`src/rtl/pid_ctrl.sv`:
```
// rtl/pid_ctrl.sv - saturated P+I+D steering controller driving left/right wheel speeds
// Optional PID_RAMP_EN: forward speed ramps up from 0 on accepted samples instead of being constant.
module pid_ctrl #(
  parameter logic [3:0]  P_COEFF   = 4'd6,
  parameter logic [3:0]  D_COEFF   = 4'd7,
  parameter logic [11:0] FRWRD_SPD = 12'h400
) (
  input  logic        clk,
  input  logic        rst_n,
  input  logic        go,
  input  logic        err_vld,
  input  logic [15:0] error,
  input  logic        line_present,
  output logic [11:0] lft_spd,
  output logic [11:0] right_spd
);

  logic signed [9:0]  err_sat, err_reg, prev_err;
  logic signed [15:0] integrator, integ_ext, integ_sum;
  logic               integ_ovf, line_q, line_rise, sample;
  logic signed [10:0] diff;
  logic signed [7:0]  diff_sat;
  logic signed [13:0] p_term, i_term, d_term, pid;
  logic        [14:0] fwd, lft_raw, right_raw;
  logic        [11:0] fwd_spd, lft_clamp, right_clamp;

  function automatic logic [11:0] clamp12(input logic [14:0] v);
    if (v[14])              return 12'h000;
    else if (v[13:12] != 0) return 12'hFFF;
    else                    return v[11:0];
  endfunction

  always_comb begin
    if ($signed(error) > 16'sd511)       err_sat = 10'h1FF;
    else if ($signed(error) < -16'sd512) err_sat = 10'h200;
    else                                 err_sat = error[9:0];
  end

  assign sample    = go & err_vld;
  assign line_rise = line_present & ~line_q;

  // Signed overflow: both operands share a sign the sum does not; the integrator then holds.
  assign integ_ext = {{6{err_sat[9]}}, err_sat};
  assign integ_sum = integrator + integ_ext;
  assign integ_ovf = (integrator[15] == integ_ext[15]) && (integ_sum[15] != integrator[15]);

  assign p_term = $signed({{4{err_reg[9]}}, err_reg}) * $signed({10'd0, P_COEFF});
  assign i_term = $signed({{2{integrator[15]}}, integrator[15:4]});
  assign diff   = $signed({err_reg[9], err_reg}) - $signed({prev_err[9], prev_err});

  always_comb begin
    if (diff > 11'sd127)       diff_sat = 8'h7F;
    else if (diff < -11'sd128) diff_sat = 8'h80;
    else                       diff_sat = diff[7:0];
  end

  assign d_term = $signed({{6{diff_sat[7]}}, diff_sat}) * $signed({10'd0, D_COEFF});
  assign pid    = p_term + i_term + d_term;

  assign fwd         = {3'b000, fwd_spd};
  assign lft_raw     = fwd + {pid[13], pid};
  assign right_raw   = fwd - {pid[13], pid};
  assign lft_clamp   = clamp12(lft_raw);
  assign right_clamp = clamp12(right_raw);

`ifdef PID_RAMP_EN
  logic [11:0] ramp;

  always_ff @(posedge clk or posedge rst_n) begin
    if (rst_n)                               ramp <= '0;
    else if (!go)                            ramp <= '0;
    else if (err_vld && ramp < FRWRD_SPD)    ramp <= ramp + 12'd1;
  end

  assign fwd_spd = ramp;
`else
  assign fwd_spd = FRWRD_SPD;
`endif

  // rst_n is active-high despite its name.
  always_ff @(posedge clk or posedge rst_n) begin
    if (rst_n) begin
      err_reg    <= '0;
      prev_err   <= '0;
      integrator <= '0;
      line_q     <= 1'b0;
      lft_spd    <= '0;
      right_spd  <= '0;
    end else begin
      line_q <= line_present;
      if (sample) begin
        err_reg  <= err_sat;
        prev_err <= err_reg;
      end
      if (!go || line_rise)
        integrator <= '0;
      else if (sample && !integ_ovf)
        integrator <= integ_sum;
      lft_spd   <= go ? lft_clamp : 12'h000;
      right_spd <= go ? right_clamp : 12'h000;
    end
  end

endmodule

```
`config.mk`:
```
export PLATFORM = sky130hd
export DESIGN_NAME = pid_ctrl
export DESIGN_NICKNAME = d
export VERILOG_FILES = /design/src/rtl/pid_ctrl.sv
export SDC_FILE = /design/constraint.sdc
export NUM_CORES = 1
export LEC_CHECK = 0
export ABC_CLOCK_PERIOD_IN_PS = 19500
export BUFFER_PORTS_ARGS = -buffer_cell sky130_fd_sc_hd__buf_2
export CORE_ASPECT_RATIO = 0.6
export CORE_MARGIN = 3
export CORE_UTILIZATION = 25
export CTS_CLUSTER_DIAMETER = 50
export DETAILED_ROUTE_END_ITERATION = 16
export SYNTH_ARGS = -nofsm -noshare
export SYNTH_HDL_FRONTEND = slang
export SYNTH_SLANG_ARGS = --single-unit
```
`constraint.sdc`:
```
create_clock -name clk -period 19.5 [get_ports clk]
set_clock_uncertainty 0.05 [all_clocks]
set_input_delay 3.9 -clock clk [delete_from_list [all_inputs] [get_ports clk]]
set_output_delay 3.9 -clock clk [all_outputs]
set_load 0.05 [all_outputs]
```
==> reports/summary.txt, run 1 <==
share of layout cells above drive strength 1 - 15.87%
vias in the first global route - 4559
Final HPWL DP - 11060 um
crit-path max FO - 11
outcome - finished, final reports clean
required time worst endpoint - 19.63 ns
Die Ht - 126.0 um
Final #Nets - 810
WP data arrival - 8.28 ns
Via density - 4.523
synth warn - 0
die area - 25960 um^2
number of antenna violations at the first check in global routing - 0
CORE AREA - 23350 um^2
Largest Register - integrator
Buffers on Ports - 44
setup violators final - 0
first-pass GRT wire length - 23040 um
Initial Util - 25.70%
Final Hold Fails - 0
#FFs+latches synth - 61
Syn Nets - 763
asr flop ratio synth - 100.0%
met2 GRT Util - 15.09%
Hold EP - prev_err[6]$_DFFE_PP0P_
reg2reg setup slack - 11.35 ns
Routed WL - 13310 um
DRT Pass-1 Iters - 5
crit start category - flop
most common cell in the synthesized netlist - inv_1
max reg flops - 16
EDFF count, synth - 0
row count - 43
Yosys top cell by area - dfrtp_1
CTS Buffer Depth - 2
Clk Latency, worst-skew pair - 0.34 ns
routability cong. - 0.8077
CTS-repair resized insts - 0
hold_buf cts - 0
hold path start - prev_err[6]$_DFFE_PP0P_
Sinks on Clock Net - 61
Reg2Reg Capture Point - right_spd[0]$_DFF_PP0_
Synth Flop Type - dfrtp_1
Worst path slowest cell - o2bb2ai_1
GR Util All Layers - 11.04%
Layout area overhead - 14.85%
Synth top area share - 25.44%
Critical Path Max Stage Delay - 0.68 ns
final core occ - 29.51%
I/O pin cnt - 45
Synth cell types - 65
sequential-to-total area share from yosys stat - 25.44%
drt initial violations - 213
Max Clk Rate - 122.8 MHz
worst hold stages - 1
largest net degree at the start of global routing - 62
CTS clk-pin slew, worst paths - 0.05 ns
largest registers - integrator x16, lft_spd x12, right_spd x12
commonest cells in the synthesized netlist - inv_1, ha_1, dfrtp_1, nor2_1, a21oi_1
Num CTS Buffers - 9
root buffer cell - clkbuf_16
Routed wire per std cell - 13.28 um
global route overflow - 0
crit path kind - flop to flop
Final Max Slew Viols - 0
Die Wd - 206.0 um
TNS Setup - 0 ns
Setup crit end kind - flop
busiest metal layer after global routing - met1
postcts setup bufs - 0
CTS tree - built
DRC errors left - 0
Final min period - 8.145 ns
worst r2r src - err_reg[0]$_DFFE_PP0P_
H-tree levels - 3
RSZ-0062 raised after global routing - false
total of max-cap violations - 0
GR Util met1 - 17.38%
Syn Area/Cell - 9.450 um^2
# diodes - 0
Post-Syn Area - 6001 um^2
R2R depth - 27
Worst-Margin Slew - 1.106 ns
min-delay worst type - flop to flop
GR Layer Usage met3 - 2.790%
via count - 4532
Post-DRT Antenna Nets - 0
period utilization - 41.77%
Syn Inst Count - 635
Max transition margin - 26.11%
top cells by area, synth - dfrtp_1, ha_1, fa_1, inv_1, xnor2_1
==> critical path, delay by kind of cell (launching register included) <==
kind,cells,cell delay [ns]
AO/OA/AOI/OAI,10,3.11
adder cells (fa/ha/maj),7,2.55
AND/OR/NAND/NOR,5,1.34
flip-flops,1,0.42
XOR/XNOR,1,0.25
buffers and inverters,4,0.24
==> cells in the final DEF (no fill, tap or decap), drive strengths merged, types with 6 or more instances in the layout <==
cell type	instances
nand2	23
o21ai	25
or2	7
a21oi	49
mux2	17
inv	81
dfrtp	61
nand4	6
a21o	20
xor2	14
nand3	20
o21a	11
nor3	16
clkbuf	9
mux2i	15
nor2b	11
xnor2	28
fa	33
ha	74
buf	49
nor2	42
==> area by class of cell <==
class                      instances  area (um^2)
clock buffer                       9        225.2
clock inverter                     7        75.07
fill                            2446        16460
inverter                          80        300.3
multi-input combinational        481         4113
sequential                        61         1526
tap                              315        394.1
timing repair buffer              49        257.7
==> cell families after synthesis <==
logic type,synth area share (%)
buffers and inverters,6.088
multiplexers,5.692
AND/OR/NAND/NOR,12.62
adder cells (fa/ha/maj),26.44
AO/OA/AOI/OAI,17.47
flip-flops,25.44
XOR/XNOR,6.255
==> stage by stage <==
stage / setup WS [ns] / cells / hold slack (ns) / cell area, um^2
detailed placement: 11.11 / 986 / 0.4416 / 6588
global route: 10.61 / 1002 / 0.4612 / 6892
finish: 11.35 / 1002 / 0.4548 / 6892
CTS: 11.34 / 1002 / 0.4563 / 6888
floorplan: 12.34 / 635 / 0.4038 / 6001
global placement: 11.15 / 986 / 0.4393 / 6588
==> worst max path at each step <==
stage / to / slack (ns) / startpoint / cells after the start
after detailed placement: integrator[1]$_DFFE_PP0P_ / 11.11 / error[9] / 16
after CTS: right_spd[0]$_DFF_PP0_ / 11.34 / err_reg[0]$_DFFE_PP0P_ / 27
after global routing: right_spd[0]$_DFF_PP0_ / 10.61 / err_reg[0]$_DFFE_PP0P_ / 30
final: right_spd[0]$_DFF_PP0_ / 11.35 / err_reg[0]$_DFFE_PP0P_ / 27
after global placement: integrator[1]$_DFFE_PP0P_ / 11.15 / error[9] / 16
after floorplan: integrator[0]$_DFFE_PP0P_ / 12.34 / error[9] / 15
==> routing by layer <==
layer	part of all wire (%)	up-vias
met5	0	-
met4	0.80	0
met3	4.8	9
met2	38	65
met1	56	2143
li1	-	2315
Power of run 1 is not shown: default switching activity piles up to over one toggle a cycle in this logic, so the estimate is an artifact.
==> inputs of run 2 (changes only) <==
--- a/config.mk
+++ b/config.mk
@@ -5,7 +5,7 @@
 export SDC_FILE = /design/constraint.sdc
 export NUM_CORES = 1
 export LEC_CHECK = 0
-export ABC_CLOCK_PERIOD_IN_PS = 19500
+export ABC_CLOCK_PERIOD_IN_PS = 7500
 export BUFFER_PORTS_ARGS = -buffer_cell sky130_fd_sc_hd__buf_2
 export CORE_ASPECT_RATIO = 0.6
 export CORE_MARGIN = 3
==> constraint.sdc (replaced) <==
create_clock -name clk -period 7.5 [get_ports clk]
set_clock_uncertainty 0.05 [all_clocks]
set_input_delay 1.5 -clock clk [delete_from_list [all_inputs] [get_ports clk]]
set_output_delay 1.5 -clock clk [all_outputs]
set_load 0.05 [all_outputs]
==> run 2 against run 1 <==
Effect of this change:
- routed wire length grew 3.8%
- non-clock buffer count up 12
- die area stayed put
- clock-buffer cell count unchanged
- core utilization up 0.69 points
- largest cell class unchanged
- setup slack got worse by 11 ns
- critical endpoint is now lft_spd[3]$_DFF_PP0_
- highest routed layer is now met5
- first-iteration DRC count grew 37%
- sequential share of layout area down 0.51 points
==> reports/summary.txt, run 2 (same netlist as run 1, synthesis figures left out) <==
outcome - finished, final reports clean
CTS tree - built
Buffers on Ports - 44
Via density - 4.585
CORE AREA - 23350 um^2
row count - 43
Max transition margin - 34.65%
max reg flops - 16
Critical Path Max Stage Delay - 0.50 ns
Die Ht - 126.0 um
period utilization - 95.57%
via count - 4649
Setup crit end kind - flop
footprint of the multi-input gates - 4178 um^2
drt initial violations - 292
Sinks on Clock Net - 61
final core occ - 30.21%
Final Max Slew Viols - 0
# diodes - 0
Die Wd - 206.0 um
largest registers - integrator x16, lft_spd x12, right_spd x12
Initial Util - 25.70%
I/O pin cnt - 45
min-delay worst type - flop to flop
hold_ws - 0.4538 ns
Worst-Margin Slew - 0.9778 ns
WP data arrival - 7.37 ns
most frequent cells in the layout - inv_1, ha_1, dfrtp_1, buf_2, nor2_1
global route overflow - 0
Layout area overhead - 17.54%
root buffer cell - clkbuf_16
number of antenna violations at the first check in global routing - 1
vias in the first global route - 4695
Final HPWL DP - 11140 um
required time worst endpoint - 7.70 ns
FF+latch area - 1526 um^2
H-tree levels - 3
crit start category - flop
crit path kind - flop to flop
reg2reg setup slack - 0.33 ns
Final Hold Fails - 0
Num CTS Buffers - 9
Final min period - 7.168 ns
Crit path top cell by count - inv_1
Max Clk Rate - 139.5 MHz
CTS Buffer Depth - 2
DRC errors left - 0
CTS clk-pin slew, worst paths - 0.06 ns
largest net degree at the start of global routing - 62
Final #Nets - 822
setup violators final - 0
Clk Latency, worst-skew pair - 0.33 ns
GR Util All Layers - 11.34%
die area - 25960 um^2
Routed wire per std cell - 13.62 um
routability cong. - 0.8093
share of layout cells above drive strength 1 - 18.74%
Largest Register - integrator
total of max-cap violations - 0
fillers - 2471
first-pass GRT wire length - 23800 um
crit-path max FO - 11
commonest non-fill, non-tap cell in the layout - inv_1
Post-DRT Antenna Nets - 0
Routed WL - 13820 um
Worst path slowest cell - fa_1
hold_buf cts - 0
DRT Pass-1 Iters - 5
## run 2: cell count changes in the layout (fill, tap and decap cells not counted), moves of 2 or more
cell	before	now
buf_4	5	15
a21oi_1	39	37
a21oi_2	10	12
buf_6	0	2
clkinvlp_4	3	1
## run 2: worst max-delay path, delay by kind of cell, from the launching register on
family	cells	cell delay, ns
and+or+nand+nor	4	0.58
DFF	1	0.42
buffers and inverters	7	0.65
adders and majority gates	7	2.57
xor gates and xnor gates	2	0.48
AOI/OAI and AO/OA	10	2.32
## run 2: metrics by stage
| step | instances | cell area [um^2] | setup TNS (ns) | setup slack, ns |
|---|---|---|---|---|
| final | 1014 | 7053 | 0 | 0.3324 |
| after global routing | 1014 | 7053 | -0.8680 | -0.08339 |
| after CTS | 1010 | 6947 | 0 | 0.2898 |
| after detailed placement | 994 | 6648 | 0 | 0.3086 |
| after global placement | 994 | 6648 | 0 | 0.4556 |
| after floorplan | 635 | 6001 | 0 | 0.4552 |
## run 2: what timing repair did
action | in CTS | in global routing
setup buffers | 0 | 3
endpoints found under the setup margin | 0 | 24
resized for setup | 0 | 18
## run 2: path summary, 6_finish.rpt
kind / start / end / cells past startpoint
max in group asynchronous: rst_n / integrator[10]$_DFFE_PP0P_ / 3
min in group asynchronous: rst_n / prev_err[2]$_DFFE_PP0P_ / 3
worst max-delay path: err_reg[0]$_DFFE_PP0P_ / lft_spd[3]$_DFF_PP0_ / 30
worst max register to register: err_reg[0]$_DFFE_PP0P_ / lft_spd[3]$_DFF_PP0_ / 30
worst min register to register: prev_err[7]$_DFFE_PP0P_ / prev_err[7]$_DFFE_PP0P_ / 1
worst min-delay path: prev_err[7]$_DFFE_PP0P_ / prev_err[7]$_DFFE_PP0P_ / 1
## run 2: layout make-up
| type | instances | share of cell area [%] |
|---|---|---|
| Clock buffer | 9 | 3.193 |
| Clock inverter | 7 | 1.047 |
| Inverter | 80 | 4.258 |
| Multi-Input combinational cell | 481 | 59.23 |
| Sequential cell | 61 | 21.64 |
| Tap cell | 315 | 5.588 |
| Timing Repair Buffer | 61 | 5.038 |
## run 2: per-layer routing
layer	routed length, um	GRT usage [%]	part of all wire [%]
met5	20	0	0.14
met4	106	1.834	0.77
met3	606	2.893	4.4
met2	5246	15.35	38
met1	7834	18.08	57
Power of run 2 is left out for the same reason.
==> inputs of run 3 (changes only) <==
--- a/config.mk
+++ b/config.mk
@@ -7,7 +7,7 @@
 export LEC_CHECK = 0
 export ABC_CLOCK_PERIOD_IN_PS = 7500
 export BUFFER_PORTS_ARGS = -buffer_cell sky130_fd_sc_hd__buf_2
-export CORE_ASPECT_RATIO = 0.6
+export CORE_ASPECT_RATIO = 1.2
 export CORE_MARGIN = 3
 export CORE_UTILIZATION = 25
 export CTS_CLUSTER_DIAMETER = 50
==> run 3 against run 2 <==
Effect of this change:
- via count fell by 1.7%
- critical path type unchanged
- maximum frequency rose by 2.2%
- non-clock buffer count fell by 3
- clock-buffer cell count rose by 3
- largest cell class unchanged
- hold slack got worse by 0.0030 ns
- cell count fell by 0.39%
- critical path depth did not move
- die area fell by 0.20%
- setup slack improved by 0.15 ns
- first-iteration DRC count fell by 35%
==> reports/summary.txt, run 3 (same netlist as run 1, synthesis figures left out) <==
Final #Nets - 820
crit path kind - flop to flop
most frequent cells in the layout - inv_1, ha_1, dfrtp_1, buf_2, nor2_1
commonest non-fill, non-tap cell in the layout - inv_1
number of antenna violations at the first check in global routing - 0
global route overflow - 0
row count - 61
share of layout cells above drive strength 1 - 17.55%
Post-DP Area - 6640 um^2
drt initial violations - 190
Post-DRT Antenna Nets - 0
CTS tree - built
Num CTS Buffers - 9
H-tree levels - 3
Worst-Margin Slew - 0.9759 ns
Routed wire per std cell - 12.48 um
Die Ht - 175.7 um
crit start category - flop
total of max-cap violations - 0
DRC errors left - 0
largest registers - integrator x16, lft_spd x12, right_spd x12
Setup crit end kind - flop
CTS clk-pin slew, worst paths - 0.05 ns
Buffers on Ports - 44
Critical Path Max Stage Delay - 0.51 ns
Max transition margin - 34.78%
root buffer cell - clkbuf_16
Max Clk Rate - 142.6 MHz
Routed WL - 12600 um
CORE AREA - 23350 um^2
max reg flops - 16
Die Wd - 147.4 um
RSZ-0062 raised after global routing - false
FF+latch area - 1526 um^2
Worst path slowest cell - fa_1
final core occ - 30.07%
Clk Latency, worst-skew pair - 0.34 ns
via count - 4568
I/O pin cnt - 45
DRT Pass-1 Iters - 4
reg2reg setup slack - 0.49 ns
setup violators final - 0
required time worst endpoint - 7.65 ns
outcome - finished, final reports clean
Layout area overhead - 17.04%
WP data arrival - 7.17 ns
DP Cell Count - 993
fillers - 2478
CTS Buffer Depth - 2
min-delay worst type - flop to flop
Final Hold Fails - 0
filler-free cell count of the finished design - 1010
Sinks on Clock Net - 61
Final Max Slew Viols - 0
post-route design area - 7023 um^2
footprint of the multi-input gates - 4195 um^2
Largest Register - integrator
GR Util All Layers - 10.16%
vias in the first global route - 4499
first-pass GRT wire length - 21480 um
Via density - 4.523
period utilization - 93.52%
# diodes - 0
Final min period - 7.014 ns
routability cong. - 0.8151
hold_buf cts - 0
TNS Setup - 0 ns
largest net degree at the start of global routing - 62
Final HPWL DP - 10150 um
Initial Util - 25.69%
crit-path max FO - 7
die area - 25910 um^2
[run 3: cell count changes in the layout (fill, tap and decap cells not counted), sizes merged]
| cell | delta |
|---|---|
| clkinvlp | -1 |
| inv | -2 |
| clkbuf | +3 |
| clkinv | -2 |
| o2bb2ai | +1 |
| buf | -3 |
[run 3: critical path, delay by kind of cell (launching register included)]
kind                     cells  cell delay, ns
flip-flops                   1            0.42
XOR/XNOR                     2            0.43
adder cells (fa/ha/maj)      7            2.58
buffers and inverters        5            0.41
AO/OA/AOI/OAI               12            2.29
AND/OR/NAND/NOR              4            0.70
[run 3: cell type report]
type,count,area share (%)
tap,315,5.612
clock buffer,12,3.510
timing repair buffer,58,4.632
clock inverter,2,0.4988
multi-input combinational,482,59.74
inverter,80,4.276
sequential,61,21.74
[run 3: final timing paths]
| check | start | end | depth (start not counted) |
|---|---|---|---|
| worst max-delay path | err_reg[0]$_DFFE_PP0P_ | right_spd[3]$_DFF_PP0_ | 30 |
| worst min-delay path | prev_err[6]$_DFFE_PP0P_ | prev_err[6]$_DFFE_PP0P_ | 1 |
| worst max register to register | err_reg[0]$_DFFE_PP0P_ | right_spd[3]$_DFF_PP0_ | 30 |
| worst min register to register | prev_err[6]$_DFFE_PP0P_ | prev_err[6]$_DFFE_PP0P_ | 1 |
| max in group asynchronous | rst_n | prev_err[9]$_DFFE_PP0P_ | 3 |
| min in group asynchronous | rst_n | prev_err[1]$_DFFE_PP0P_ | 3 |
[run 3: timing repair]
item / CTS / global route
gates resized for setup: 0 / 13
buffers inserted: 0 / 2
setup endpoints to repair: 0 / 21
[run 3: routing by layer]
metal	routed length (um)	share of wire [%]	track usage, %	up-vias
met1	5915	47	12.81	2130
li1	-	-	-	2348
met4	279	2.2	3.730	0
met3	481	3.8	2.426	19
met2	5925	47	16.97	71
met5	0	0	0	-
[run 3: through the flow]
step                worst slack (ns)  hold slack (ns)
global placement              0.2635           0.4367
CTS                          0.08610           0.4504
floorplan                     0.4552           0.4038
global route                 0.03232           0.4616
detailed placement            0.1001           0.4387
finish                        0.4858           0.4508
Power of run 3 is left out for the same reason.
